[src/rtl/global.vh]
// Project-wide data widths shared by the frame-processing blocks.
`ifndef GLOBAL_VH
`define GLOBAL_VH
`define PIXEL_SIZE 24
`define WORD_SIZE 32
`endif

[src/rtl/seq_pkg.sv]
// Shared types and helpers for frame_sequencer.
// SEQ_PADDING_EN: when defined, row stride is padded up to a 4-byte multiple.
package seq_pkg;

    typedef enum logic [1:0] {
        StIdle,
        StRun,
        StDrain,
        StDone
    } seq_state_e;

    localparam int unsigned BYTES_PER_PIXEL = 3;

    // 16-bit width * 3 needs 18 bits; a 4-byte round-up still fits.
    function automatic logic [17:0] stride_bytes(input logic [15:0] width);
        logic [17:0] raw;
        raw = 18'(width) * 18'(BYTES_PER_PIXEL);
`ifdef SEQ_PADDING_EN
        return (raw + 18'd3) & ~18'd3;
`else
        return raw;
`endif
    endfunction

endpackage

[src/rtl/seq_delay_line.sv]
// Fixed-depth shift register tracking in-flight pixels as {valid, addr}.
module seq_delay_line #(
    parameter int unsigned Depth = 3,
    parameter int unsigned AddrW = 24
) (
    input  logic             clk_i,
    input  logic             reset_i,
    input  logic             valid_i,
    input  logic [AddrW-1:0] addr_i,
    output logic             valid_o,
    output logic [AddrW-1:0] addr_o,
    output logic             pend_o
);

    logic [Depth-1:0] valid_q;
    logic [AddrW-1:0] addr_q [Depth];

    always_ff @(posedge clk_i) begin
        if (reset_i) begin
            valid_q <= '0;
        end else begin
            valid_q <= {valid_q[Depth-2:0], valid_i};
        end
    end

    // Addresses are only meaningful alongside their valid bit, so no reset.
    always_ff @(posedge clk_i) begin
        addr_q[0] <= addr_i;
        for (int i = 1; i < Depth; i++) begin
            addr_q[i] <= addr_q[i-1];
        end
    end

    assign valid_o = valid_q[Depth-1];
    assign addr_o  = addr_q[Depth-1];
    // Anything still in flight apart from the slot writing back this cycle.
    assign pend_o  = |valid_q[Depth-2:0];

endmodule

[src/rtl/frame_sequencer.sv]
// Streams one frame from memory through a fixed-latency pixel pipeline and writes
// results back in place. Stride padding is selected by SEQ_PADDING_EN (see seq_pkg).
`include "global.vh"

module frame_sequencer
    import seq_pkg::*;
#(
    parameter int unsigned LATENCY = 2,
    parameter int unsigned ADDR_W  = 24
) (
    input  logic                   clk_i,
    input  logic                   reset_i,
    input  logic                   start_i,
    input  logic [ADDR_W-1:0]      cfg_base_i,
    input  logic [15:0]            cfg_width_i,
    input  logic [15:0]            cfg_height_i,
    input  logic                   stall_i,
    output logic                   rd_en_o,
    output logic [ADDR_W-1:0]      rd_addr_o,
    input  logic [`PIXEL_SIZE-1:0] rd_data_i,
    output logic                   pix_en_o,
    output logic [`PIXEL_SIZE-1:0] pix_data_o,
    output logic                   hsync_o,
    output logic                   vsync_o,
    input  logic [`PIXEL_SIZE-1:0] pix_out_i,
    output logic                   wr_en_o,
    output logic [ADDR_W-1:0]      wr_addr_o,
    output logic [`PIXEL_SIZE-1:0] wr_data_o,
    output logic                   busy_o,
    output logic                   done_o
);

    seq_state_e        state_q, state_d;
    logic [15:0]       col_q, col_d, row_q, row_d;
    logic [15:0]       width_q, width_d, height_q, height_d;
    logic [ADDR_W-1:0] addr_q, addr_d, row_base_q, row_base_d, stride_q, stride_d;
    logic              pix_en_q, pix_en_d, hsync_q, hsync_d, vsync_q, vsync_d;

    logic              dl_valid;
    logic [ADDR_W-1:0] dl_addr;
    logic              dl_pend;

    assign rd_en_o = (state_q == StRun) && !stall_i;

    always_comb begin
        state_d    = state_q;
        col_d      = col_q;
        row_d      = row_q;
        width_d    = width_q;
        height_d   = height_q;
        addr_d     = addr_q;
        row_base_d = row_base_q;
        stride_d   = stride_q;
        pix_en_d   = rd_en_o;
        hsync_d    = rd_en_o && (col_q == 16'd0);
        vsync_d    = rd_en_o && (col_q == 16'd0) && (row_q == 16'd0);

        unique case (state_q)
            StIdle: begin
                if (start_i) begin
                    width_d    = cfg_width_i;
                    height_d   = cfg_height_i;
                    stride_d   = ADDR_W'(stride_bytes(cfg_width_i));
                    addr_d     = cfg_base_i;
                    row_base_d = cfg_base_i;
                    col_d      = '0;
                    row_d      = '0;
                    state_d    = (cfg_width_i == 16'd0 || cfg_height_i == 16'd0) ? StDone : StRun;
                end
            end
            StRun: begin
                if (rd_en_o) begin
                    if (col_q == width_q - 16'd1) begin
                        col_d = '0;
                        if (row_q == height_q - 16'd1) begin
                            state_d = StDrain;
                        end else begin
                            row_d      = row_q + 16'd1;
                            row_base_d = row_base_q + stride_q;
                            addr_d     = row_base_q + stride_q;
                        end
                    end else begin
                        col_d  = col_q + 16'd1;
                        addr_d = addr_q + ADDR_W'(BYTES_PER_PIXEL);
                    end
                end
            end
            StDrain: begin
                if (!dl_pend) begin
                    state_d = StDone;
                end
            end
            StDone: begin
                state_d = StIdle;
            end
            default: begin
                state_d = StIdle;
            end
        endcase
    end

    always_ff @(posedge clk_i) begin
        if (reset_i) begin
            state_q    <= StIdle;
            col_q      <= '0;
            row_q      <= '0;
            width_q    <= '0;
            height_q   <= '0;
            addr_q     <= '0;
            row_base_q <= '0;
            stride_q   <= '0;
            pix_en_q   <= 1'b0;
            hsync_q    <= 1'b0;
            vsync_q    <= 1'b0;
        end else begin
            state_q    <= state_d;
            col_q      <= col_d;
            row_q      <= row_d;
            width_q    <= width_d;
            height_q   <= height_d;
            addr_q     <= addr_d;
            row_base_q <= row_base_d;
            stride_q   <= stride_d;
            pix_en_q   <= pix_en_d;
            hsync_q    <= hsync_d;
            vsync_q    <= vsync_d;
        end
    end

    seq_delay_line #(
        .Depth (LATENCY + 1),
        .AddrW (ADDR_W)
    ) u_delay_line (
        .clk_i   (clk_i),
        .reset_i (reset_i),
        .valid_i (rd_en_o),
        .addr_i  (addr_q),
        .valid_o (dl_valid),
        .addr_o  (dl_addr),
        .pend_o  (dl_pend)
    );

    // Data and address outputs are forced to zero whenever their strobe is low.
    assign rd_addr_o  = rd_en_o ? addr_q : '0;
    assign pix_en_o   = pix_en_q;
    assign pix_data_o = pix_en_q ? rd_data_i : '0;
    assign hsync_o    = hsync_q;
    assign vsync_o    = vsync_q;
    assign wr_en_o    = dl_valid;
    assign wr_addr_o  = dl_valid ? dl_addr : '0;
    assign wr_data_o  = dl_valid ? pix_out_i : '0;
    assign busy_o     = (state_q == StRun) || (state_q == StDrain);
    assign done_o     = (state_q == StDone);

endmodule

[config.mk]
export PLATFORM = sky130hd
export DESIGN_NAME = frame_sequencer
export DESIGN_NICKNAME = d
export VERILOG_FILES = /design/src/rtl/seq_pkg.sv /design/src/rtl/seq_delay_line.sv /design/src/rtl/frame_sequencer.sv
export VERILOG_INCLUDE_DIRS = /design/src /design/src/rtl
export SDC_FILE = /design/constraint.sdc
export NUM_CORES = 1
export LEC_CHECK = 0
export ABC_AREA = 1
export BUFFER_PORTS_ARGS = -buffer_cell sky130_fd_sc_hd__buf_2
export CORE_ASPECT_RATIO = 2
export CORE_MARGIN = 5
export CORE_UTILIZATION = 40
export DETAILED_ROUTE_END_ITERATION = 8
export GPL_TIMING_DRIVEN = 0
export PLACE_DENSITY_LB_ADDON = 0.15
export SYNTH_ARGS = -nofsm -noshare
export SYNTH_HDL_FRONTEND = slang
export SYNTH_SLANG_ARGS = --single-unit
[constraint.sdc]
create_clock -name clk_i -period 4.11 [get_ports clk_i]
set_input_delay 0 -clock clk_i [delete_from_list [all_inputs] [get_ports clk_i]]
set_output_delay 0 -clock clk_i [all_outputs]
set_load 0.005 [all_outputs]
* After elaboration in Yosys (flattened, before gate mapping)
Memory sizes are Yosys's and may differ from the RTL's. Index checks and enable logic that the tools add are counted. Widths: inputs -> output; s select.
Word-level totals: bits in latches 0, memories 1, input port bits 108, bits in read-only memories 0, RAM bits 72, flip-flop bits (word level) 138, output and inout port bits 103, logic and storage cells 77
Memories:
- u_delay_line.addr_q | words 3, width 24, read ports 3, clocked after memory_dff 0, write ports 3, RTL line seq_delay_line.sv:16 | logic [AddrW-1:0] addr_q [Depth];
Cells by class: reductions and logical operators 18, bitwise logic cells 0, div/mod/pow operators 0, multipliers 1, shift-type cells 0, multiplexer cells 27, equality and inequality tests 12, add/sub/neg operators 6, $lt $le $gt $ge 0
Operator list (number):
- $mux 24 | 10
- $mux 16 | 6
- $pmux 24 s2 | 2
- $logic_not 16->1 | 4
- $pmux 16 s2 | 2
- $add 16x1->16 const B | 2
- $eq 16x16->1 | 2
- $sub 16x1->16 const B | 2
- $add 24x18->24 | 1
- $add 24x2->24 const B | 1
- $mul 16x2->18 const B | 1
- $mux 2 | 6
- $reduce_and 5->1 | 2
- $ne 2x2->1 const B | 4
- $pmux 2 s4 | 1
- $eq 2x2->1 const B | 2
- $ne 2x1->1 const B | 2
- $reduce_and 4->1 | 1
- $logic_and 1x1->1 | 3
- $ne 3x3->1 const B | 1
- $reduce_and 3->1 | 1
- $eq 2x1->1 const B | 1
- $logic_not 2->1 | 1
- $logic_or 1x1->1 | 2
- 4 further kinds | 4

* Depth between registers and ports, before layout
depth after elaboration 6, mapped depth 18, depth with buffers taken out 17

* Hierarchy
From an unflattened synthesis, not the netlist that was laid out.
Unflattened totals: cell total of the unflattened synthesis 2097, area total of the unflattened synthesis 13261.5 µm²
Modules (own cells, without submodules):
- frame_sequencer | cells an instance 1991, instances 1, area an instance 11553.6 µm², seq. area each 2682.6 µm²
- seq_delay_line | cells an instance 106, instances 1, area an instance 1707.9 µm², seq. area each 1501.4 µm²

* Worst setup path after synthesis
No wires, ideal clock.
path kind flip-flop to flip-flop, start point register width_q[0], end point register row_base_q[16], required time 3.997 ns, clock period less this slack 2.286 ns, arrival time 2.173 ns, slack 1.824 ns, stages on the path, launching flop included 15, path buffers 1, setup time 0.113 ns, cells stage by stage dfxtp_1 > inv_2 > ha_1 > or2_2 > nand3b_1 > nand2_1 > inv_1 > nand3_1 > nor2_2 > nand3_4 > nand2_4 > nand3_4 > buf_2 > nor2_1 > nor2_1
Between the ends: cells in the longest elaborated chain, start to end 4
RTL lines:
- start: declaration | RTL line frame_sequencer.sv:35 | logic [15:0] width_q, width_d, height_q, height_d;
- start signal: assignment | RTL line frame_sequencer.sv:119 | width_q <= width_d;
- $sub 16x1->16 | RTL line frame_sequencer.sv:73 | if (col_q == width_q - 16'd1) begin
- $eq 16x16->1 | RTL line frame_sequencer.sv:73
- $ne 2x1->1 (no source line)
- $reduce_and 5->1 (no source line)
- end signal: assignment | RTL line frame_sequencer.sv:122 | row_base_q <= row_base_d;
- end: declaration | RTL line frame_sequencer.sv:36 | logic [ADDR_W-1:0] addr_q, addr_d, row_base_q, row_base_d, stride_q, stride_d;
No other way between the ends. A chain may end at the register's enable or synchronous reset.

* Worst setup path in the final report
start point register width_q[0], end point register row_base_q[2]
Same word-level chain as after synthesis.

==> reports/qor.txt <==
Worst Path Required = 4.52 ns
max-cap violation count = 0
HP Start = cfg_base_i[8]
largest family of logic cells by synthesized area = simple AND/OR/NAND/NOR gates
Most used DFF post-synth = dfxtp_1
CTS Buf Count = 21
Rows = 93
Period minus WS final = 3.16 ns
I/O Buffers = 209
post-place setup slack = 1.00 ns
io pins = 211
CTS max path bufs = 3
P_leak = 8.50 nW
Max-Slew Margin vs Limit = 0.399
Yosys cell types = 44
GPL Wtd Cong = 0.964
most common cell in the netlist = nand2_1
Synth Area in Compound Gates = 0.0793
initial core utilization = 0.403
ranking of synthesized cells by area = dfxtp_1 (32%), nand2_1 (17%), nor2_1 (9.7%), inv_1 (8.1%), ha_1 (5.3%)
first-pass GRT wire length = 73.4 mm
top cell type's share of synthesized area = 0.321
Final Max Tran Viols = 0
final hold vios = 0
root buffer cell = clkbuf_16
Total GRT Usage = 0.263
CTS HTree Levels = 1
final wirelength = 48.2 mm
synth warn = 0
worst stage delay on the critical path = 0.54 ns
FMAX = 317 MHz
clock sink total = 208
Worst-Skew Late Latency = 0.52 ns
Setup crit start = width_q[0]$_SDFFE_PP0P_
post-route ant nets = 0
Layout Area Growth over Synthesis = 22.5%
share of synthesized registers carrying an async set or reset = 0
synth cell count leaders = nand2_1 (576), nor2_1 (335), inv_1 (280)
Synth Register Bits = 208
Cell Count Post-Placement = 2690
drt drc = 0
Worst Slack Setup Final = 0.954 ns
die area = 36300 um^2
register area share after synthesis = 0.321
XOR/XNOR share of the synthesized area = 0.0554
via/cell ratio = 4.89
Post-CTS Setup Bufs = 0
Yosys top cell by area = dfxtp_1
setup tns final = 0 ns
fin area = 15900 um^2
Reg2Reg Launch Point = width_q[0]$_SDFFE_PP0P_
fin crit share = 0.768
die width = 137 um
core area = 32100 um^2
Crit Path Max Fanout = 10
status = finished, final reports clean
kind of critical path = flop to flop
Power per Cell Area = 605 nW/um^2
CP Data Arrival Time = 3.57 ns
chip height = 265 um
DP Wirelength = 39.9 mm
largest net degree at the start of global routing = 18
Diodes inserted = 0
number of global-route vias before repair = 13700
Simple-Gate Fraction of Synth Area = 0.378
Peak VDD IR = 0.310 mV
Non-Filler Instances = 2784
setup violators final = 0
CTS tree = yes
placed cell areas = 14500 um^2
Critical-path top delay cell = dfxtp_1
critical path startpoint category = flop
Fill cells = 3463
synthesized instance count = 2054
DR pass1 iterations = 5
CTS clk-pin slew, worst paths = 0.07 ns
mux share of post-synthesis cell area = 0
Setup crit end kind = flop
initial DRC count = 672
clock skew = 0.0214 ns
NumNets Final = 2508
Synth Area in Adders = 0.0562
drt wl/cell = 17.3 um
Buffers & Inverters on Critical Path = 3
Worst-Margin Slew = 0.893 ns
Avg Inst Size Synth = 6.31 um^2
RSZ-0062 raised after global routing = false
initial antenna violation count = 0
Syn Nets = 2219
number of flops mapped to enable cells by yosys = 0
critical path cell sequence = inv_2 > ha_1 > or2_2 > nand3b_1 > nand2_1 > inv_1 > nand3_1 > nor2_2 > nand3_4 > nand2_4 > nand3_4 > buf_2 > nor2_1 > nor2_1
Top Family by Delay on Critical Path = simple AND/OR/NAND/NOR gates
Cell Area, Synth = 13000 um^2
grt ovf = 0
HP Class = input port to flop
layout cells sized above 1 = 0.129
Vias = 13600
-- metrics by stage --
step | utilization | hold slack [ns] | total power, W
after floorplan | - | 0.0525 | 0.00600
after global placement | 0.453 | 0.249 | 0.00736
after detailed placement | 0.453 | 0.253 | 0.00741
after CTS | 0.494 | 0.0106 | 0.00966
after global routing | 0.494 | 0.0613 | 0.0104
final | 0.494 | 0.0473 | 0.00961
-- worst reg2reg max path: cells and delay by family, from the launching register on --
| family | cells | cell delay (ns) |
|---|---|---|
| buffers and inverters | 3 | 0.46 |
| adder cells (fa/ha/maj) | 1 | 0.30 |
| flip-flops | 1 | 0.54 |
| AND/OR/NAND/NOR | 10 | 1.75 |
-- per-layer routing --
layer,vias to the layer above,routed length (um),track usage
met5,-,0,0
met4,0,3570,0.171
met3,144,1790,0.0239
met2,395,26800,0.524
met1,6082,16100,0.241
li1,6989,-,-
-- timing repair --
| item | in CTS | in global routing |
|---|---|---|
| hold buffers | 57 | 0 |
| gates resized for setup | 0 | 0 |
| hold endpoints to repair | 82 | 0 |
-- logic make-up after synthesis --
kind of cell             after synthesis
AO/OA/AOI/OAI                        196
flip-flops                           208
adder cells (fa/ha/maj)               57
AND/OR/NAND/NOR                     1157
XOR/XNOR                              82
buffers and inverters                354
-- worst paths after layout --
kind	to	slack (ns)	cells after the start
worst max-delay path	row_base_q[2]$_SDFFE_PP0P_	0.95	14
worst min-delay path	addr_q[8]$_SDFFE_PP0P_	0.05	7
worst max register to register	row_base_q[2]$_SDFFE_PP0P_	0.95	14
worst min register to register	u_delay_line.addr_q[0][64]$_DFF_P_	0.32	0
-- placed cells by master (no fill, tap or decap), types with 3 or more instances in the layout --
| cell | Yosys | layout |
|---|---|---|
| nor3b_1 | 5 | 5 |
| bufinv_16 | 0 | 5 |
| buf_4 | 8 | 8 |
| nand3b_1 | 9 | 9 |
| xnor2_1 | 18 | 18 |
| or2_2 | 7 | 7 |
| nand2_2 | 4 | 4 |
| nand3_2 | 3 | 3 |
| clkbuf_16 | 0 | 21 |
| nor2_2 | 5 | 5 |
| nor3_1 | 18 | 18 |
| o21ai_1 | 4 | 4 |
| a21oi_1 | 89 | 89 |
| buf_1 | 4 | 4 |
| buf_6 | 6 | 6 |
| buf_2 | 13 | 222 |
| o21ai_0 | 84 | 84 |
| dlygate4sd3_1 | 0 | 57 |
| nor2_4 | 5 | 5 |
| nor4_1 | 18 | 18 |
| dfxtp_1 | 208 | 208 |
| nand4_1 | 52 | 52 |
| o21bai_1 | 3 | 3 |
| inv_6 | 0 | 3 |
| xor2_1 | 64 | 64 |
| ha_1 | 55 | 55 |
| clkbuf_1 | 36 | 38 |
| nand2_1 | 576 | 576 |
| nand3_1 | 111 | 111 |
| nor2_1 | 335 | 335 |
| a21o_1 | 5 | 5 |
| inv_2 | 5 | 5 |
| o211ai_1 | 3 | 3 |
| inv_1 | 280 | 280 |
-- layout make-up --
type                    count  area (um^2)  area share
inverters                 286         1070      0.0676
plain buffers              68          352      0.0221
flip-flops and latches    208         4160       0.262
clock inverters            12          210      0.0132
repair buffers            266         1620       0.102
well taps                 427          534      0.0336
clock buffers              25          561      0.0353
multi-input cells        1492         7370       0.464
-- power by group --
group	internal, W	switching, W
Combinational	0.00143	0.00296
Sequential	0.00263	0.000401
Clock	0.00130	0.000880
Total	0.00537	0.00424
-- flip-flops by register name, indices dropped and copies added, names as in the netlist --
name / flops
vsync_o: 1
addr_q: 24
stride_q: 17
u_delay_line.addr_q: 72
row_q: 16
width_q: 16
height_q: 16
hsync_o: 1
col_q: 16
row_base_q: 24
u_delay_line.valid_q: 3
state_q: 2
Note: power is estimated with default switching activity, not from simulation.
